**src/rtl/rrd_pipe_stage_if.sv**
```systemverilog
// Issue-side and execute-side signal bundle for the register-read pipeline stage.
// The master drives issue uops and downstream ready; the slave is the stage itself.
interface rrd_pipe_stage_if #(
  parameter int unsigned NUM_CH = 2,
  parameter int unsigned BR_W   = 20,
  parameter int unsigned PAY_W  = 64,
  parameter int unsigned CNT_W  = 16
);
  logic [NUM_CH-1:0]       io_iss_valid;
  logic [NUM_CH-1:0]       io_iss_ready;
  logic [7*NUM_CH-1:0]     io_iss_uopc;
  logic [5*NUM_CH-1:0]     io_iss_mem_cmd;
  logic [BR_W*NUM_CH-1:0]  io_iss_br_mask;
  logic [20*NUM_CH-1:0]    io_iss_imm_packed;
  logic [PAY_W*NUM_CH-1:0] io_iss_payload;

  logic [BR_W-1:0]         io_brupdate_resolve_mask;
  logic [BR_W-1:0]         io_brupdate_mispredict_mask;
  logic                    io_flush;

  logic [NUM_CH-1:0]       io_rrd_valid;
  logic [NUM_CH-1:0]       io_rrd_ready;
  logic [7*NUM_CH-1:0]     io_rrd_uopc;
  logic [5*NUM_CH-1:0]     io_rrd_mem_cmd;
  logic [BR_W*NUM_CH-1:0]  io_rrd_br_mask;
  logic [20*NUM_CH-1:0]    io_rrd_imm_packed;
  logic [PAY_W*NUM_CH-1:0] io_rrd_payload;

  logic [3*NUM_CH-1:0]     io_occupancy;
  logic [CNT_W-1:0]        io_kill_count;

  modport master (
    output io_iss_valid, io_iss_uopc, io_iss_mem_cmd, io_iss_br_mask, io_iss_imm_packed,
           io_iss_payload, io_brupdate_resolve_mask, io_brupdate_mispredict_mask, io_flush,
           io_rrd_ready,
    input  io_iss_ready, io_rrd_valid, io_rrd_uopc, io_rrd_mem_cmd, io_rrd_br_mask,
           io_rrd_imm_packed, io_rrd_payload, io_occupancy, io_kill_count
  );

  modport slave (
    input  io_iss_valid, io_iss_uopc, io_iss_mem_cmd, io_iss_br_mask, io_iss_imm_packed,
           io_iss_payload, io_brupdate_resolve_mask, io_brupdate_mispredict_mask, io_flush,
           io_rrd_ready,
    output io_iss_ready, io_rrd_valid, io_rrd_uopc, io_rrd_mem_cmd, io_rrd_br_mask,
           io_rrd_imm_packed, io_rrd_payload, io_occupancy, io_kill_count
  );
endinterface

```
**src/rtl/rrd_pipe_stage.sv**
```systemverilog
// Multi-channel register-read pipeline: NUM_CH independent LATENCY-deep elastic pipes with
// branch resolve/kill, flush, immediate zeroing at capture and occupancy/kill counters.
module rrd_pipe_stage #(
  parameter int unsigned NUM_CH  = 2,
  parameter int unsigned LATENCY = 2,
  parameter int unsigned BR_W    = 20,
  parameter int unsigned PAY_W   = 64,
  parameter int unsigned CNT_W   = 16
) (
  input  logic            clock,
  input  logic            reset,
  rrd_pipe_stage_if.slave bus_io
);

  localparam int unsigned NumE = NUM_CH * LATENCY;
  localparam int          Last = int'(LATENCY) - 1;
  localparam int unsigned SumW = CNT_W + 6;

  // Entry e = c * LATENCY + k holds stage k of channel c.
  function automatic int ix(int c, int k);
    return c * int'(LATENCY) + k;
  endfunction

  function automatic logic zero_imm(logic [6:0] uopc, logic [4:0] mem_cmd);
    return (uopc == 7'h43) || ((uopc == 7'h01) && (mem_cmd == 5'h06));
  endfunction

  logic             valid_q [NumE];
  logic             valid_d [NumE];
  logic [6:0]       uopc_q  [NumE];
  logic [6:0]       uopc_d  [NumE];
  logic [4:0]       mem_q   [NumE];
  logic [4:0]       mem_d   [NumE];
  logic [BR_W-1:0]  br_q    [NumE];
  logic [BR_W-1:0]  br_d    [NumE];
  logic [19:0]      imm_q   [NumE];
  logic [19:0]      imm_d   [NumE];
  logic [PAY_W-1:0] pay_q   [NumE];
  logic [PAY_W-1:0] pay_d   [NumE];

  logic [2:0]       occ_q   [NUM_CH];
  logic [2:0]       occ_d   [NUM_CH];
  logic [CNT_W-1:0] kill_cnt_q;
  logic [CNT_W-1:0] kill_cnt_d;

  logic              kill [NumE];
  logic              move [NumE];
  logic [NUM_CH-1:0] iss_ready;
  logic [NUM_CH-1:0] cap;
  logic [NUM_CH-1:0] in_kill;
  logic [SumW-1:0]   kill_sum;
  logic [SumW-1:0]   kill_total;

  // Advance chain, walked from the output stage backwards. Flush is deliberately left out so
  // issue-side ready does not depend on it; a flush clears every capture anyway.
  always_comb begin
    kill      = '{default: 1'b0};
    move      = '{default: 1'b0};
    iss_ready = '0;
    for (int c = 0; c < int'(NUM_CH); c++) begin
      for (int k = Last; k >= 0; k--) begin
        kill[ix(c, k)] = valid_q[ix(c, k)] &
                         (|(br_q[ix(c, k)] & bus_io.io_brupdate_mispredict_mask));
        if (k == Last) begin
          move[ix(c, k)] = valid_q[ix(c, k)] & ~kill[ix(c, k)] & bus_io.io_rrd_ready[c];
        end else begin
          move[ix(c, k)] = valid_q[ix(c, k)] & (~valid_q[ix(c, k + 1)] | move[ix(c, k + 1)]);
        end
      end
      iss_ready[c] = ~valid_q[ix(c, 0)] | move[ix(c, 0)];
    end
  end

  always_comb begin
    valid_d  = '{default: 1'b0};
    uopc_d   = uopc_q;
    mem_d    = mem_q;
    br_d     = br_q;
    imm_d    = imm_q;
    pay_d    = pay_q;
    occ_d    = '{default: 3'd0};
    cap      = '0;
    in_kill  = '0;
    kill_sum = '0;
    for (int c = 0; c < int'(NUM_CH); c++) begin
      cap[c]     = bus_io.io_iss_valid[c] & iss_ready[c];
      in_kill[c] = |(bus_io.io_iss_br_mask[c*BR_W +: BR_W] & bus_io.io_brupdate_mispredict_mask);
      for (int k = 0; k <= Last; k++) begin
        valid_d[ix(c, k)] = valid_q[ix(c, k)] & ~kill[ix(c, k)] & ~move[ix(c, k)];
        br_d[ix(c, k)]    = br_q[ix(c, k)] & ~bus_io.io_brupdate_resolve_mask;
        if (k == 0) begin
          if (cap[c]) begin
            valid_d[ix(c, k)] = ~in_kill[c];
            uopc_d[ix(c, k)]  = bus_io.io_iss_uopc[c*7 +: 7];
            mem_d[ix(c, k)]   = bus_io.io_iss_mem_cmd[c*5 +: 5];
            br_d[ix(c, k)]    = bus_io.io_iss_br_mask[c*BR_W +: BR_W] &
                                ~bus_io.io_brupdate_resolve_mask;
            imm_d[ix(c, k)]   = zero_imm(bus_io.io_iss_uopc[c*7 +: 7],
                                         bus_io.io_iss_mem_cmd[c*5 +: 5]) ?
                                20'h0 : bus_io.io_iss_imm_packed[c*20 +: 20];
            pay_d[ix(c, k)]   = bus_io.io_iss_payload[c*PAY_W +: PAY_W];
          end
        end else if (move[ix(c, k - 1)]) begin
          valid_d[ix(c, k)] = valid_q[ix(c, k - 1)] & ~kill[ix(c, k - 1)];
          uopc_d[ix(c, k)]  = uopc_q[ix(c, k - 1)];
          mem_d[ix(c, k)]   = mem_q[ix(c, k - 1)];
          br_d[ix(c, k)]    = br_q[ix(c, k - 1)] & ~bus_io.io_brupdate_resolve_mask;
          imm_d[ix(c, k)]   = imm_q[ix(c, k - 1)];
          pay_d[ix(c, k)]   = pay_q[ix(c, k - 1)];
        end
        kill_sum = kill_sum + SumW'(kill[ix(c, k)]);
      end
      kill_sum = kill_sum + SumW'(cap[c] & in_kill[c]);
    end

    // Flush drops everything and its victims are not counted as mispredict kills.
    if (bus_io.io_flush) begin
      valid_d  = '{default: 1'b0};
      kill_sum = '0;
    end

    for (int c = 0; c < int'(NUM_CH); c++) begin
      for (int k = 0; k <= Last; k++) begin
        occ_d[c] = occ_d[c] + 3'(valid_d[ix(c, k)]);
      end
    end

    kill_total = SumW'(kill_cnt_q) + kill_sum;
    kill_cnt_d = (|kill_total[SumW-1:CNT_W]) ? '1 : kill_total[CNT_W-1:0];
  end

  always_comb begin
    bus_io.io_iss_ready      = iss_ready;
    bus_io.io_rrd_valid      = '0;
    bus_io.io_rrd_uopc       = '0;
    bus_io.io_rrd_mem_cmd    = '0;
    bus_io.io_rrd_br_mask    = '0;
    bus_io.io_rrd_imm_packed = '0;
    bus_io.io_rrd_payload    = '0;
    bus_io.io_occupancy      = '0;
    for (int c = 0; c < int'(NUM_CH); c++) begin
      // Killed or flushed uops are hidden in the same cycle so they can never handshake.
      bus_io.io_rrd_valid[c]            = valid_q[ix(c, Last)] & ~kill[ix(c, Last)] &
                                          ~bus_io.io_flush;
      bus_io.io_rrd_uopc[c*7 +: 7]      = uopc_q[ix(c, Last)];
      bus_io.io_rrd_mem_cmd[c*5 +: 5]   = mem_q[ix(c, Last)];
      bus_io.io_rrd_br_mask[c*BR_W +: BR_W] = br_q[ix(c, Last)] &
                                              ~bus_io.io_brupdate_resolve_mask;
      bus_io.io_rrd_imm_packed[c*20 +: 20]  = imm_q[ix(c, Last)];
      bus_io.io_rrd_payload[c*PAY_W +: PAY_W] = pay_q[ix(c, Last)];
      bus_io.io_occupancy[c*3 +: 3]     = occ_q[c];
    end
    bus_io.io_kill_count = kill_cnt_q;
  end

  always_ff @(posedge clock) begin
    if (reset) begin
      valid_q    <= '{default: 1'b0};
      occ_q      <= '{default: 3'd0};
      kill_cnt_q <= '0;
    end else begin
      valid_q    <= valid_d;
      occ_q      <= occ_d;
      kill_cnt_q <= kill_cnt_d;
    end
  end

  always_ff @(posedge clock) begin
    uopc_q <= uopc_d;
    mem_q  <= mem_d;
    br_q   <= br_d;
    imm_q  <= imm_d;
    pay_q  <= pay_d;
  end

endmodule
```
**src/flat_wrapper.sv**
```systemverilog
// flat-port wrapper written by rule: the top's interface ports become plain ports
module rrd_pipe_stage_flat 
#(
  parameter int unsigned NUM_CH  = 2,
  parameter int unsigned LATENCY = 2,
  parameter int unsigned BR_W    = 20,
  parameter int unsigned PAY_W   = 64,
  parameter int unsigned CNT_W   = 16
)
  (clock, reset, bus_io_io_iss_valid, bus_io_io_iss_uopc, bus_io_io_iss_mem_cmd, bus_io_io_iss_br_mask, bus_io_io_iss_imm_packed, bus_io_io_iss_payload, bus_io_io_brupdate_resolve_mask, bus_io_io_brupdate_mispredict_mask, bus_io_io_flush, bus_io_io_rrd_ready, bus_io_io_iss_ready, bus_io_io_rrd_valid, bus_io_io_rrd_uopc, bus_io_io_rrd_mem_cmd, bus_io_io_rrd_br_mask, bus_io_io_rrd_imm_packed, bus_io_io_rrd_payload, bus_io_io_occupancy, bus_io_io_kill_count);
  rrd_pipe_stage_if #(.NUM_CH(NUM_CH), .BR_W(BR_W), .PAY_W(PAY_W), .CNT_W(CNT_W)) bus_io_i ();
  input  logic clock;
  input  logic reset;
  input wire logic [$bits(bus_io_i.io_iss_valid)-1:0] bus_io_io_iss_valid;
  input wire logic [$bits(bus_io_i.io_iss_uopc)-1:0] bus_io_io_iss_uopc;
  input wire logic [$bits(bus_io_i.io_iss_mem_cmd)-1:0] bus_io_io_iss_mem_cmd;
  input wire logic [$bits(bus_io_i.io_iss_br_mask)-1:0] bus_io_io_iss_br_mask;
  input wire logic [$bits(bus_io_i.io_iss_imm_packed)-1:0] bus_io_io_iss_imm_packed;
  input wire logic [$bits(bus_io_i.io_iss_payload)-1:0] bus_io_io_iss_payload;
  input wire logic [$bits(bus_io_i.io_brupdate_resolve_mask)-1:0] bus_io_io_brupdate_resolve_mask;
  input wire logic [$bits(bus_io_i.io_brupdate_mispredict_mask)-1:0] bus_io_io_brupdate_mispredict_mask;
  input wire logic [$bits(bus_io_i.io_flush)-1:0] bus_io_io_flush;
  input wire logic [$bits(bus_io_i.io_rrd_ready)-1:0] bus_io_io_rrd_ready;
  output wire logic [$bits(bus_io_i.io_iss_ready)-1:0] bus_io_io_iss_ready;
  output wire logic [$bits(bus_io_i.io_rrd_valid)-1:0] bus_io_io_rrd_valid;
  output wire logic [$bits(bus_io_i.io_rrd_uopc)-1:0] bus_io_io_rrd_uopc;
  output wire logic [$bits(bus_io_i.io_rrd_mem_cmd)-1:0] bus_io_io_rrd_mem_cmd;
  output wire logic [$bits(bus_io_i.io_rrd_br_mask)-1:0] bus_io_io_rrd_br_mask;
  output wire logic [$bits(bus_io_i.io_rrd_imm_packed)-1:0] bus_io_io_rrd_imm_packed;
  output wire logic [$bits(bus_io_i.io_rrd_payload)-1:0] bus_io_io_rrd_payload;
  output wire logic [$bits(bus_io_i.io_occupancy)-1:0] bus_io_io_occupancy;
  output wire logic [$bits(bus_io_i.io_kill_count)-1:0] bus_io_io_kill_count;
  assign bus_io_i.io_iss_valid = bus_io_io_iss_valid;
  assign bus_io_i.io_iss_uopc = bus_io_io_iss_uopc;
  assign bus_io_i.io_iss_mem_cmd = bus_io_io_iss_mem_cmd;
  assign bus_io_i.io_iss_br_mask = bus_io_io_iss_br_mask;
  assign bus_io_i.io_iss_imm_packed = bus_io_io_iss_imm_packed;
  assign bus_io_i.io_iss_payload = bus_io_io_iss_payload;
  assign bus_io_i.io_brupdate_resolve_mask = bus_io_io_brupdate_resolve_mask;
  assign bus_io_i.io_brupdate_mispredict_mask = bus_io_io_brupdate_mispredict_mask;
  assign bus_io_i.io_flush = bus_io_io_flush;
  assign bus_io_i.io_rrd_ready = bus_io_io_rrd_ready;
  assign bus_io_io_iss_ready = bus_io_i.io_iss_ready;
  assign bus_io_io_rrd_valid = bus_io_i.io_rrd_valid;
  assign bus_io_io_rrd_uopc = bus_io_i.io_rrd_uopc;
  assign bus_io_io_rrd_mem_cmd = bus_io_i.io_rrd_mem_cmd;
  assign bus_io_io_rrd_br_mask = bus_io_i.io_rrd_br_mask;
  assign bus_io_io_rrd_imm_packed = bus_io_i.io_rrd_imm_packed;
  assign bus_io_io_rrd_payload = bus_io_i.io_rrd_payload;
  assign bus_io_io_occupancy = bus_io_i.io_occupancy;
  assign bus_io_io_kill_count = bus_io_i.io_kill_count;
  rrd_pipe_stage #(.NUM_CH(NUM_CH), .LATENCY(LATENCY), .BR_W(BR_W), .PAY_W(PAY_W), .CNT_W(CNT_W)) u_core (.clock(clock), .reset(reset), .bus_io(bus_io_i));
endmodule
```
**config.mk**
```make
export PLATFORM = sky130hd
export DESIGN_NAME = rrd_pipe_stage_flat
export DESIGN_NICKNAME = d
export VERILOG_FILES = /design/src/rtl/rrd_pipe_stage_if.sv /design/src/rtl/rrd_pipe_stage.sv /design/src/flat_wrapper.sv
export SDC_FILE = /design/constraint.sdc
export NUM_CORES = 1
export LEC_CHECK = 0
export ABC_AREA = 1
export BUFFER_PORTS_ARGS = -buffer_cell sky130_fd_sc_hd__buf_4
export CORE_AREA = 2 2 206 208
export DETAILED_ROUTE_END_ITERATION = 16
export DIE_AREA = 0 0 208 210
export GPL_ROUTABILITY_DRIVEN = 0
export PLACE_DENSITY = 0.72
export SLEW_MARGIN = 10
export SYNTH_ARGS = -nofsm -noshare
export SYNTH_HDL_FRONTEND = slang
export SYNTH_SLANG_ARGS = --single-unit
```
**constraint.sdc**
```tcl
create_clock -name clock -period 6.05 [get_ports clock]
set_input_delay 0.605 -clock clock [delete_from_list [all_inputs] [get_ports clock]]
set_output_delay 0.605 -clock clock [all_outputs]
set_load 0.01 [all_outputs]
```
# After elaboration in Yosys (flattened, before gate mapping)
# Cells that the tools add are included.
# Widths: inputs -> output; s select.
dict set report word_totals {
  reg_bits 490
  in_bits 279
  output_inout_bits 258
  wordCells 117
}
dict set report op_classes {
  add_sub_neg 8
  eq_ne 6
  mux 11
  bitwise 54
  n_reduce_logical 11
}
# op count
set op_table {}
lappend op_table {{$and 20x20->20} 12}
lappend op_table {{$reduce_or 20->1} 6}
lappend op_table {{$mux 20} 4}
lappend op_table {{$add 22x1->22} 2}
lappend op_table {{$add 22x22->22} 2}
lappend op_table {{$add 16x22->22} 1}
lappend op_table {{$and 1x1->1} 22}
lappend op_table {{$mux 22} 1}
lappend op_table {{$not 20->20} 1}
lappend op_table {{$mux 16} 1}
lappend op_table {{$not 1->1} 15}
lappend op_table {{$eq 7x1->1 const B} 2}
lappend op_table {{$eq 7x7->1 const B} 2}
lappend op_table {{$eq 5x3->1 const B} 2}
lappend op_table {{$add 1x1->2} 3}
lappend op_table {{$reduce_or 6->1} 1}
lappend op_table {{$mux 1} 4}
lappend op_table {{$mux 4} 1}
lappend op_table {{$or 1x1->1} 4}
lappend op_table {{$logic_and 1x1->1} 2}
lappend op_table {{$logic_or 1x1->1} 2}

# Depth between registers and ports, before layout
# Gate-level depths: netlist of the first run.
dict set report logic_depth {
  word_depth 19
  mapped_depth 25
  mapped_depth_nobuf 24
}

# Least setup slack after synthesis of the first run
# No wires, ideal clock.
dict set report synth_path {
  kind {input to register}
  start {input port bus_io_io_brupdate_mispredict_mask[11]}
  end {register u_core.kill_cnt_q[10] (netlist: u_core.bus_io.io_kill_count[10])}
  arrival_time_ns 4.691
  required_ns 5.935
  setup_slack_ns 1.243
  cell_stages 24
  path_buffers 1
  path_cell_list {nand2_1 > nand2_1 > nor2_1 > nand2_1 > nor2_2 > nand3_2 > nand3_2 > nand2_2 > inv_4 > buf_6 > o21ai_1 > fa_1 > fa_1 > fa_1 > nor2_1 > fa_1 > nand2_1 > a21oi_2 > nand3_2 > nor2_2 > nand3_1 > xnor2_1 > o21ai_0 > inv_1}
}
dict set report synth_via {
  elab_chain_len 19
  word_cells_on_any_way 41
}
# element line
set synth_lines {}
lappend synth_lines {{start: declaration} flat_wrapper.sv:21} ;# input wire logic [$bits(bus_io_i.io_brupdate_mispredict_mask)-1:0] bus_io_io_brupdate_mispredict_mask;
lappend synth_lines {{$and 20x20->20 (*)} rrd_pipe_stage.sv:63} ;# (|(br_q[ix(c, k)] & bus_io.io_brupdate_mispredict_mask));
lappend synth_lines {{$reduce_or 20->1 (*)} rrd_pipe_stage.sv:63}
lappend synth_lines {{$and 1x1->1 (*)} rrd_pipe_stage.sv:62} ;# kill[ix(c, k)] = valid_q[ix(c, k)] &
lappend synth_lines {{$not 1->1 (*)} rrd_pipe_stage.sv:65} ;# move[ix(c, k)] = valid_q[ix(c, k)] & ~kill[ix(c, k)] & bus_io.io_rrd_ready[c];
lappend synth_lines {{$and 1x1->1 (*) (2 in series)} rrd_pipe_stage.sv:65}
lappend synth_lines {{$or 1x1->1 (*)} rrd_pipe_stage.sv:67} ;# move[ix(c, k)] = valid_q[ix(c, k)] & (~valid_q[ix(c, k + 1)] | move[ix(c, k + 1)]);
lappend synth_lines {{$and 1x1->1 (*)} rrd_pipe_stage.sv:67}
lappend synth_lines {{$or 1x1->1 (*)} rrd_pipe_stage.sv:70} ;# iss_ready[c] = ~valid_q[ix(c, 0)] | move[ix(c, 0)];
lappend synth_lines {{net bus_io_io_iss_ready[0]} flat_wrapper.sv:24} ;# output wire logic [$bits(bus_io_i.io_iss_ready)-1:0] bus_io_io_iss_ready;
lappend synth_lines {{[1 not listed]} -}
lappend synth_lines {{net u_core.cap[0]} rrd_pipe_stage.sv:49} ;# logic [NUM_CH-1:0] cap;
lappend synth_lines {{$and 1x1->1 (*)} rrd_pipe_stage.sv:113} ;# kill_sum = kill_sum + SumW'(cap[c] & in_kill[c]);
lappend synth_lines {{$add 22x22->22 (*)} rrd_pipe_stage.sv:113}
lappend synth_lines {{$add 22x1->22 (*) (2 in series)} rrd_pipe_stage.sv:111} ;# kill_sum = kill_sum + SumW'(kill[ix(c, k)]);
lappend synth_lines {{$add 22x22->22 (*)} rrd_pipe_stage.sv:113}
lappend synth_lines {{$mux 22 (*)} rrd_pipe_stage.sv:117} ;# if (bus_io.io_flush) begin
lappend synth_lines {{$add 16x22->22 (*)} rrd_pipe_stage.sv:128} ;# kill_total = SumW'(kill_cnt_q) + kill_sum;
lappend synth_lines {{$reduce_or 6->1} rrd_pipe_stage.sv:129} ;# kill_cnt_d = (|kill_total[SumW-1:CNT_W]) ? '1 : kill_total[CNT_W-1:0];
lappend synth_lines {{$mux 16 (*)} rrd_pipe_stage.sv:129}
lappend synth_lines {{end signal: assignment} rrd_pipe_stage.sv:164} ;# kill_cnt_q <= kill_cnt_d;
lappend synth_lines {{end: declaration} rrd_pipe_stage.sv:43} ;# logic [CNT_W-1:0] kill_cnt_q;
# Mark *: on every way through the listed nets, which the timed path passes. The rest lies on a longest branch.
# A chain may end at the register's enable or synchronous reset.

# Worst setup path after layout of the first run
dict set report layout_path {
  start {register u_core.br_q[67] in the netlist's numbering}
  end {register u_core.kill_cnt_q[10] (netlist: u_core.bus_io.io_kill_count[10])}
}
dict set report layout_via {
  elab_chain_len 12
}
# element line
set layout_lines {}
lappend layout_lines {{start: declaration} rrd_pipe_stage.sv:34} ;# logic [BR_W-1:0] br_q [NumE];
lappend layout_lines {{start signal: assignment} rrd_pipe_stage.sv:171} ;# br_q <= br_d;
lappend layout_lines {{$and 20x20->20 (*)} rrd_pipe_stage.sv:63}
lappend layout_lines {{$reduce_or 20->1 (*)} rrd_pipe_stage.sv:63}
lappend layout_lines {{$and 1x1->1 (*)} rrd_pipe_stage.sv:62}
lappend layout_lines {{$add 1x1->2 (*)} rrd_pipe_stage.sv:111}
lappend layout_lines {{$add 22x22->22 (*)} rrd_pipe_stage.sv:113}
lappend layout_lines {{$add 22x1->22 (*) (2 in series)} rrd_pipe_stage.sv:111}
lappend layout_lines {{$add 22x22->22 (*)} rrd_pipe_stage.sv:113}
lappend layout_lines {{$mux 22 (*)} rrd_pipe_stage.sv:117}
lappend layout_lines {{$add 16x22->22 (*)} rrd_pipe_stage.sv:128}
lappend layout_lines {{$reduce_or 6->1} rrd_pipe_stage.sv:129}
lappend layout_lines {{$mux 16 (*)} rrd_pipe_stage.sv:129}
# Every way passes the cells marked *; elsewhere a longest branch is shown, timed or not.

==> results of run 1 <==
sequential cells by signal, indices dropped and copies added, names as in the netlist:
register                         cells
u_core.br_q                         80
u_core.bus_io.io_kill_count         16
u_core.bus_io.io_occupancy           4
u_core.bus_io.io_rrd_imm_packed     40
u_core.bus_io.io_rrd_mem_cmd        10
u_core.bus_io.io_rrd_payload       128
u_core.bus_io.io_rrd_uopc           14
u_core.imm_q                        40
u_core.mem_q                        10
u_core.pay_q                       128
u_core.uopc_q                       14
u_core.valid_q                       4
worst paths after layout:
| kind | endpoint | from | cells after the start |
|---|---|---|---|
| hold / removal | u_core.pay_q[255] | bus_io_io_iss_payload[63] | 1 |
| setup reg to reg | u_core.bus_io.io_kill_count[10] | u_core.br_q[67] | 22 |
| hold reg to reg | u_core.bus_io.io_rrd_payload[55] | u_core.pay_q[247] | 0 |
| setup / recovery | u_core.bus_io.io_kill_count[10] | u_core.br_q[67] | 22 |
worst max-delay path: stages (launching register included):
cell     delay, ns
dfxtp_1       0.32
nand2_1       0.07
nand2_1       0.07
nor2_1        0.14
nand2_1       0.08
or2_0         0.19
nor2_1        0.25
nor2_1        0.08
ha_1          0.27
inv_1         0.05
fa_1          0.50
fa_1          0.42
fa_1          0.44
nor2_1        0.19
fa_1          0.25
nand2_1       0.09
a21oi_2       0.20
nand3_2       0.13
nor2_2        0.18
nand2_1       0.28
inv_1         0.22
o21ai_0       0.14
inv_1         0.07
kinds of logic after synthesis:
| logic type | count (synthesis) | share of synthesized area, % |
|---|---|---|
| AND/OR/NAND/NOR | 500 | 11.8 |
| flip-flops | 488 | 71.7 |
| buffers and inverters | 376 | 11.8 |
| AO/OA/AOI/OAI | 108 | 3.63 |
| adder cells (fa/ha/maj) | 10 | 0.817 |
| XOR/XNOR | 7 | 0.323 |
| other | 1 | 0.0197 |
placed cells by master, fill, tap and decap left out, types with 28 or more instances in the layout:
cell	netlist	layout
nand3_2	34	34
nor2_1	130	130
dfxtp_1	104	104
o21ai_1	53	53
nand3_1	28	28
nand2_1	269	269
o21ai_2	30	30
edfxtp_1	384	384
clkbuf_16	0	51
buf_4	194	543
inv_1	155	153
synth_stat cells, types with 6 or more instances:
library cell,n,area share [%]
nand3_1,28,0.74
buf_2,9,0.24
o21ai_2,30,1.4
a21oi_1,7,0.18
nand2_1,269,5.3
ha_1,6,0.40
clkbuf_1,6,0.12
nor2_1,130,2.6
o21ai_1,53,1.4
nor4_1,6,0.20
buf_4,194,7.7
nand4_1,9,0.30
o21ai_0,6,0.16
nand3_2,34,1.8
inv_1,155,3.1
dfxtp_1,104,11
edfxtp_1,384,61
area by class of cell:
| cell class | instances | share of cell area (%) |
|---|---|---|
| antenna | 3 | 0.0314 |
| clock buffer | 55 | 5.40 |
| clock inverter | 39 | 2.03 |
| inverter | 159 | 2.55 |
| multi-input combinational | 627 | 13.2 |
| sequential | 488 | 56.9 |
| tap | 539 | 2.82 |
| timing repair buffer | 543 | 17.0 |
power by group through the flow:
stage | Sequential [W] | Combinational (W) | Clock, W
4_1_cts | 0.00380 | 0.000324 | 0.00336
6_report | 0.00380 | 0.000324 | 0.00329
5_1_grt | 0.00380 | 0.000353 | 0.00349
3_5_place_dp | 0.00387 | 0.000322 | 0
2_1_floorplan | 0.00385 | 0.000121 | 0
3_3_place_gp | 0.00386 | 0.000313 | 0
layer usage:
| metal | part of all wire [%] | vias up | wire [µm] | GRT usage, % |
|---|---|---|---|---|
| met5 | 0 | - | 0 | 0 |
| met4 | 2.0 | 0 | 940 | 6.26 |
| met3 | 7.6 | 59 | 3590 | 5.75 |
| met2 | 53 | 449 | 25100 | 38.4 |
| met1 | 37 | 5662 | 17600 | 24.5 |
| li1 | - | 5554 | - | - |
metrics by stage:
stage	util, %	cells	power [W]
CTS	57.6	2450	0.00748
global placement	53.3	2356	0.00417
finish	57.7	2453	0.00741
detailed placement	53.3	2356	0.00419
floorplan	-	1491	0.00397
global route	57.7	2453	0.00765
==> key figures, run 1 <==
Timing
  – Setup slack after layout: roughly 1.4 ns
  – Fmax: roughly 0.21 GHz
  – Slew at the pin with the worst max-slew slack: 1.05 ns
  – Final setup fails: 0
  – Fin Setup TNS: 0 ns
  – Setup clock skew after layout: 0.0156 ns
  – Normalized max-slew margin: approximately 30%
  – RSZ-0062 raised after global routing: no
  – Final Hold Vio Count: 0
  – WHS: 0.199 ns
  – Final period utilization: between 70 and 80%
  – Max-slew violation count: 0
  – Tmin final: 4.69 ns

Placement
  – Dpl hpwl: between 30,000 and 40,000 µm
  – DP Area: between 20,000 and 25,000 µm²
  – Setup WS pre-CTS: roughly 1 ns
  – IO buf count: roughly 530

Finish
  – Post-layout nets: 2,158
  – Filler cells: roughly 3,300
  – Fraction of final layout cells sized beyond drive strength 1: between 30% and 40%
  – Area grow syn2layout: 25.9%
  – Design area: 23,900 µm²
  – Multi-input logic area: between 3000 and 4000 µm²
  – Reg area: 13,600 µm²

Pwr
  – Worst VDD drop: 0.188 mV
  – Sw Pwr: 0.00151 W
  – Internal: 0.00590 W
  – Sequential Power Share: roughly half
  – Leakage power: around 9.8 nW
  – Pwr dens: between 300 and 400 nW/µm²
  – Clock share of power: between 40% and 50%
  – Switching share of power: 20.4%
  – Proportion of power drawn by combinational gates: under 10%

Synthesis
  – Syn Area/Cell: between 10 and 15 µm²
  – Cells after synthesis: 1,490
  – Yosys reg bits: between 400 and 500
  – Synth Cell Area: between 15,000 and 20,000 µm²
  – Warnings from Yosys: 0
  – Synth Flop Type: edfxtp_1
  – Sequential-to-total area share from yosys stat: 71.7%
  – Synth async-reset ratio: 0%
  – Post-synth cell types: 44
  – Post-synth EDFFs: around 380

Global routing
  – Antenna violations before repair: 3
  – Largest net degree at the start of global routing: slightly above 80
  – Overflow after GRT: 0
  – Number of global-route vias before repair: 11,800
  – First-pass GRT wire length: 70,100 µm
  – GRT Total Usage: 21.2%

Clock tree
  – Clock Tree Buf Depth: 3
  – CTS buffer count: 50
  – Clock-pin slew on the worst setup and hold paths: 0.06 ns
  – CTS tree: done
  – Post-CTS Setup Bufs: 0
  – Post-CTS Hold Buffers: 0
  – H-tree depth: 2
  – CTS sink cnt: between 400 and 500
  – Worst skew pair latency: ~0.58 ns
  – Post_cts resized: 0
  – Root buf cell: clkbuf_16

Hold path
  – Worst min-delay path class: in2reg

Setup path
  – R2R Setup Slk: 1.36 ns
  – Startpoint Class: register
  – WP data required: 6.57 ns
  – Crit Path Class: reg2reg
  – CP Capture Type: register
  – Worst Path Max Fanout: 11
  – Crit path DAT: between 5 and 6 ns

Drt
  – DR WL/cell: just under 20 µm
  – DRC marker count from the first detailed-route iteration: between 800 and 900
  – Post-route DRC: 0
  – Drt first pass iters: 6
  – Via count: 11,700
  – Wirelength, routed: roughly 47,000 µm
  – Vias per cell: 4.78
  – Final ANT Viol Nets: 0

Floorplanning
  – Initial Utilization: between 40% and 50%
  – Core area: 41,500 µm²
  – Die height: roughly 210 µm
  – Die Area: 43,700 µm²
  – Rows: 75
  – Die Wd: 208 µm
  – Top Ports: approximately 540

Run
  – Max-Cap Viols: 0

Outcome
  – Status: finished, final reports clean
Power figures use the tool's default switching activity.
==> run 2, diff against run 1 <==
==> constraint.sdc (replaced) <==
create_clock -name clock -period 4.4 [get_ports clock]
set_input_delay 0.44 -clock clock [delete_from_list [all_inputs] [get_ports clock]]
set_output_delay 0.44 -clock clock [all_outputs]
set_load 0.01 [all_outputs]
==> key figures, run 2 (synthesis gave the netlist of run 1 again) <==
Pwr
  – Sequential Power Share: between 50% and 60%
  – Pwr dens: slightly below 400 nW/µm²
  – Internal: about 0.008 W
  – Leakage power: 10.3 nW
  – Clock share of power: between 40% and 50%
  – Proportion of power drawn by combinational gates: under 10%
  – Worst VDD drop: 0.306 mV
  – Switching share of power: 21.0%
  – Sw Pwr: around 0.0021 W

Timing
  – Final period utilization: a little over nine tenths
  – Tmin final: about 4.3 ns
  – Slew at the pin with the worst max-slew slack: about 1.1 ns
  – Fin Setup TNS: 0 ns
  – Max-slew violation count: 0
  – Fmax: between 0.2 and 0.25 GHz
  – Setup clock skew after layout: roughly 0.021 ns
  – RSZ-0062 raised after global routing: yes
  – Final setup fails: 0
  – Normalized max-slew margin: 27.1%
  – Final Hold Vio Count: 0

Global routing
  – Number of global-route vias before repair: 12,700
  – GRT Total Usage: about 22%
  – Largest net degree at the start of global routing: between 100 and 150
  – Overflow after GRT: 0
  – First-pass GRT wire length: ~74,000 µm
  – Antenna violations before repair: 2

Setup path
  – Slowest Stage Delay on Critical Path: 0.51 ns
  – Critical-path cell list: nand2_2 > nand2_2 > nor2_2 > nand2_1 > or2_1 > nor2_4 > nor2_1 > ha_1 > inv_2 > fa_1 > fa_2 > fa_1 > nor2_2 > fa_2 > nand2_2 > a21oi_2 > nand3_2 > nor2_4 > nand2_2 > buf_6 > buf_6 > a21oi_2
  – CP max-delay cell: fa_1
  – Crit path DAT: 4.82 ns
  – Most used cell, CP: nand2_2
  – Startpoint Class: register
  – Crit path buffers/inverters: 3
  – Delay-heaviest family, CP: adder cells
  – Worst R2R Start: u_core.br_q[60]
  – Worst Path Max Fanout: 5
  – Crit Path Class: reg2reg
  – CP Capture Type: register
  – Crit. Startpoint: u_core.br_q[60]
  – WP data required: ~5 ns

Drt
  – Wirelength, routed: 50,000 µm
  – Via count: roughly 12,000
  – DR WL/cell: about 19 µm
  – Post-route DRC: 0
  – Final ANT Viol Nets: 0
  – Drt first pass iters: 5
  – DRC marker count from the first detailed-route iteration: 920
  – Vias per cell: approximately 4.8

Finish
  – Commonest non-fill, non-tap cells in the layout: buf_4 (558), edfxtp_1 (384), nand2_1 (260), inv_1 (152), nor2_1 (126)
  – Filler cells: 3,132
  – Post-layout nets: 2,299
  – Design area: 25,200 µm²
  – Area grow syn2layout: 32.8%
  – Commonest non-fill, non-tap cell in the layout: buf_4
  – Fraction of final layout cells sized beyond drive strength 1: about 37%

Clock tree
  – Clock-pin slew on the worst setup and hold paths: 0.06 ns
  – Root buf cell: clkbuf_16
  – Worst skew pair latency: approximately 0.6 ns
  – H-tree depth: 2
  – CTS tree: done
  – Clock Tree Buf Depth: 3
  – CTS sink cnt: slightly below 500
  – CTS buffer count: 51

Floorplanning
  – Top Ports: between 500 and 600
  – Die Area: ~44,000 µm²
  – Die height: between 200 and 250 µm
  – Core area: 41,500 µm²
  – Initial Utilization: 45.8%
  – Rows: between 70 and 80
  – Die Wd: approximately 210 µm

Outcome
  – Status: finished, final reports clean

Placement
  – IO buf count: 534
  – DP Area: ~22,000 µm²
  – Dpl hpwl: 35,000 µm

Run
  – Max-Cap Viols: 0

Hold path
  – Worst min-delay path class: in2reg
  – Hold_sp: bus_io_io_iss_payload[72]
==> run 2: cell types whose count changed in the layout (fill, tap and decap cells not counted), sizes merged, moves of 2 or more <==
cell         before  now
buf             543  565
bufinv           10    3
clkbuf           55   69
clkinvlp          7    1
diode             3    1
dlygate4sd3       0  118
==> run 2: final cells by class <==
class                      count  area (µm²)  share of cell area, %
clock buffer                  69        1340                   5.33
sequential                   488       13600                   54.0
antenna                        1        2.50                0.00992
timing repair buffer         683        5480                   21.7
tap                          539         674                   2.67
inverter                     159         612                   2.43
clock inverter                24         223                  0.883
multi-input combinational    627        3270                   13.0
==> run 2: final timing paths <==
path	to	slack [ns]	cells after the start
worst max-delay path	u_core.bus_io.io_kill_count[4]	0.1	22
worst min-delay path	u_core.pay_q[72]	0.03	1
worst max register to register	u_core.bus_io.io_kill_count[4]	0.1	22
worst min register to register	u_core.bus_io.io_rrd_imm_packed[10]	0.40	0
==> run 2: per-layer routing <==
layer	global-route usage (%)	vias up	wire [µm]
met4	8.46	2	1550
met1	25.1	5965	18200
li1	-	5843	-
met5	0	-	13
met3	5.08	91	3680
met2	41.1	528	26600
==> run 2: worst reg2reg max path, stage by stage, from the launching register on <==
cell,delay [ns]
dfxtp_2,0.32
nand2_2,0.07
nand2_2,0.06
nor2_2,0.12
nand2_1,0.09
or2_1,0.26
nor2_4,0.16
nor2_1,0.07
ha_1,0.29
inv_2,0.04
fa_1,0.51
fa_2,0.41
fa_1,0.49
nor2_2,0.16
fa_2,0.23
nand2_2,0.05
a21oi_2,0.16
nand3_2,0.13
nor2_4,0.18
nand2_2,0.09
buf_6,0.14
buf_6,0.11
a21oi_2,0.11
==> run 2: power by group through the flow <==
stage / Sequential, W / Combinational, W / Clock, W
2_1_floorplan: 0.00530 / 0.000168 / 0
3_3_place_gp: 0.00531 / 0.000440 / 0
3_5_place_dp: 0.00532 / 0.000451 / 0
4_1_cts: 0.00522 / 0.000548 / 0.00415
5_1_grt: 0.00524 / 0.000607 / 0.00433
6_report: 0.00523 / 0.000560 / 0.00408
==> run 2: through the flow <==
stage                     util (%)  std cells  worst slack (ns)  hold WS [ns]  power [W]
final                         60.8       2590            0.0976        0.0341    0.00987
after global routing          60.8       2590            -0.116       0.00797     0.0102
after CTS                     60.4       2585            0.0151      0.000392    0.00992
after detailed placement      53.8       2374            -0.265         0.405    0.00577
after global placement        53.8       2374            -0.249         0.400    0.00575
after floorplan                  -       1491           0.00632         0.400    0.00546
==> run 2: timing repair <==
item / CTS / global route
hold endpoints to repair: 118 / 0
cloned: 0 / 1
endpoints found under the setup margin: 2 / 16
hold buffers: 118 / 0
setup buffers: 0 / 3
resized for setup: 1 / 38
pin swaps: 0 / 25
==> run 3, diff against run 2 <==
--- a/config.mk
+++ b/config.mk
@@ -7,11 +7,12 @@
 export LEC_CHECK = 0
 export ABC_AREA = 1
 export BUFFER_PORTS_ARGS = -buffer_cell sky130_fd_sc_hd__buf_4
-export CORE_AREA = 2 2 206 208
+export CORE_AREA = 5 5 203 205
 export DETAILED_ROUTE_END_ITERATION = 16
 export DIE_AREA = 0 0 208 210
 export GPL_ROUTABILITY_DRIVEN = 0
-export PLACE_DENSITY = 0.72
+export HOLD_SLACK_MARGIN = 0.12
+export PLACE_DENSITY = 0.75
 export SLEW_MARGIN = 10
 export SYNTH_ARGS = -nofsm -noshare
 export SYNTH_HDL_FRONTEND = slang
==> key figures, run 3 (synthesis gave the netlist of run 1 again) <==
Outcome
  – Status: finished, final reports clean

Drt
  – Vias per cell: 4.85
  – Final ANT Viol Nets: 0
  – Post-route DRC: 0
  – DR WL/cell: about 20 µm
  – DRC marker count from the first detailed-route iteration: approximately 970
  – Via count: around 13,000
  – Wirelength, routed: ~54,000 µm
  – Drt first pass iters: 5

Clock tree
  – Clock Tree Buf Depth: 3
  – CTS buffer count: between 40 and 50
  – CTS tree: done
  – CTS sink cnt: roughly 490
  – Root buf cell: clkbuf_16
  – Clock-pin slew on the worst setup and hold paths: around 0.060 ns
  – Worst skew pair latency: between 0.5 and 0.6 ns
  – H-tree depth: 2

Pwr
  – Leakage power: roughly 11 nW
  – Worst VDD drop: between 0.2 and 0.3 mV
  – Pwr dens: 382 nW/µm²

Run
  – Max-Cap Viols: 0

Floorplanning
  – Rows: 73
  – Top Ports: 537
  – Die height: 210 µm
  – Die Area: about 44,000 µm²
  – Core area: 39,300 µm²
  – Initial Utilization: about half
  – Die Wd: 208 µm

Finish
  – Commonest non-fill, non-tap cells in the layout: buf_4 (558), edfxtp_1 (384), nand2_1 (269), dlygate4sd3_1 (192), inv_1 (153)
  – Area grow syn2layout: 35.5%
  – Design area: 25,700 µm²
  – Commonest non-fill, non-tap cell in the layout: buf_4
  – Fraction of final layout cells sized beyond drive strength 1: around a third
  – Post-layout nets: roughly 2,400

Global routing
  – GRT Total Usage: about a quarter
  – Largest net degree at the start of global routing: roughly 140
  – First-pass GRT wire length: between 70,000 and 80,000 µm
  – Overflow after GRT: 0
  – Number of global-route vias before repair: between 10,000 and 15,000
  – Antenna violations before repair: 6

Timing
  – Max-slew violation count: 0
  – Final period utilization: between 90% and 100%
  – RSZ-0062 raised after global routing: yes
  – Final setup fails: 0
  – Setup clock skew after layout: 0.0203 ns
  – Normalized max-slew margin: 26.7%
  – Final Hold Vio Count: 0
  – Tmin final: 4.21 ns
  – Setup slack after layout: around 0.19 ns
  – Fmax: ~0.24 GHz
  – Slew at the pin with the worst max-slew slack: 1.10 ns

Setup path
  – Worst R2R Start: u_core.br_q[78]
  – WP data required: ~5 ns
  – Worst Path Max Fanout: 4
  – Startpoint Class: register
  – Most used cell, CP: nand2_1
  – CP Capture Type: register
  – Cell count of the worst reg-to-reg path: 21
  – CP max-delay cell: fa_1
  – R2R Setup Slk: slightly below 0.2 ns
  – Crit. Startpoint: u_core.br_q[78]
  – RR Endpoint: u_core.bus_io.io_kill_count[10]
  – Critical-path cell list: nand2_1 > nand3_1 > a21oi_1 > nand2_1 > nor2_4 > nor2_1 > ha_1 > inv_1 > fa_1 > fa_2 > fa_1 > nor2_2 > fa_2 > nand2_1 > a21oi_2 > nand3_2 > nor2_4 > nand3_1 > xnor2_1 > o21ai_1 > inv_1
  – Slowest Stage Delay on Critical Path: 0.50 ns
  – Worst setup endpoint: u_core.bus_io.io_kill_count[10]
  – Crit Path Class: reg2reg
  – Crit path DAT: 4.67 ns

Placement
  – IO buf count: between 500 and 600
  – Setup WS pre-CTS: -0.263 ns
  – DP Area: ~22,000 µm²
  – Dpl hpwl: 36,200 µm

Hold path
  – Worst min-delay path class: in2reg
==> run 3: changes by cell type in the layout (fill, tap and decap cells not counted), moves of 3 or more <==
| cell | delta |
|---|---|
| a21oi_1 | +3 |
| a21oi_2 | -3 |
| clkbuf_1 | -11 |
| clkinv_1 | +11 |
| dfxtp_1 | +5 |
| dfxtp_2 | -5 |
| diode_2 | +5 |
| dlygate4sd3_1 | +74 |
| nand2_1 | +9 |
| nand2_2 | -9 |
==> run 3: worst min-delay path by stage <==
stage	startpoint	endpoint	slack, ns	cells after the start
after global placement	u_core.pay_q[208]	u_core.bus_io.io_rrd_payload[16]	0.40	0
after detailed placement	u_core.imm_q[21]	u_core.bus_io.io_rrd_imm_packed[21]	0.40	0
final	bus_io_io_brupdate_resolve_mask[15]	u_core.br_q[55]	0.15	4
after global routing	bus_io_io_brupdate_resolve_mask[14]	u_core.br_q[54]	0.14	4
after floorplan	u_core.imm_q[60]	u_core.bus_io.io_rrd_imm_packed[0]	0.40	0
after CTS	bus_io_io_brupdate_resolve_mask[15]	u_core.br_q[55]	0.12	4
==> run 3: critical path: cells and delay by family, from the launching register on <==
| family | cells | cell delay [ns] |
|---|---|---|
| adder cells (fa/ha/maj) | 5 | 1.80 |
| AND/OR/NAND/NOR | 10 | 1.11 |
| AO/OA/AOI/OAI | 3 | 0.61 |
| flip-flops | 1 | 0.32 |
| XOR/XNOR | 1 | 0.14 |
| buffers and inverters | 2 | 0.10 |
==> run 3: final cells by class <==
cell class / instances / area, µm²
Fill cell: 2756 / 13500
Multi-Input combinational cell: 627 / 3180
Tap cell: 525 / 657
Timing Repair Buffer: 753 / 6170
Inverter: 159 / 611
Clock buffer: 56 / 1250
Antenna cell: 6 / 15.0
Clock inverter: 32 / 234
Sequential cell: 488 / 13600
==> run 3: power breakdown <==
group | switching (W) | leakage [nW] | internal [W]
clock | 0.00179 | 0.722 | 0.00217
sequential | 0.0000629 | 4.45 | 0.00517
combinational | 0.000278 | 5.38 | 0.000342
total | 0.00213 | 10.6 | 0.00768
==> run 3: repair_timing <==
| item | CTS | global route |
|---|---|---|
| buffers inserted | 0 | 3 |
| setup endpoints to repair | 1 | 16 |
| pin swaps | 0 | 8 |
| hold endpoints to repair | 192 | 0 |
| hold buffers | 192 | 0 |
| resized for setup | 1 | 10 |
==> run 3: stage by stage <==
step	hold WS, ns	total power (W)	utilization (%)	std cells	TNS, ns
after floorplan	0.400	0.00546	-	1491	0
after global placement	0.400	0.00574	56.7	2357	-2.21
after detailed placement	0.405	0.00577	56.7	2357	-3.33
after CTS	0.122	0.00981	65.4	2637	0
after global routing	0.142	0.0101	65.5	2646	-0.878
final	0.155	0.00982	65.5	2646	0
==> run 3: per-layer routing <==
| metal | GRT usage (%) | vias to the layer above | routed length (µm) |
|---|---|---|---|
| met3 | 6.15 | 106 | 4260 |
| met2 | 42.6 | 591 | 28700 |
| met4 | 9.94 | 0 | 2010 |
| met1 | 27.1 | 6157 | 19400 |
| li1 | - | 5973 | - |
| met5 | 0 | - | 0 |
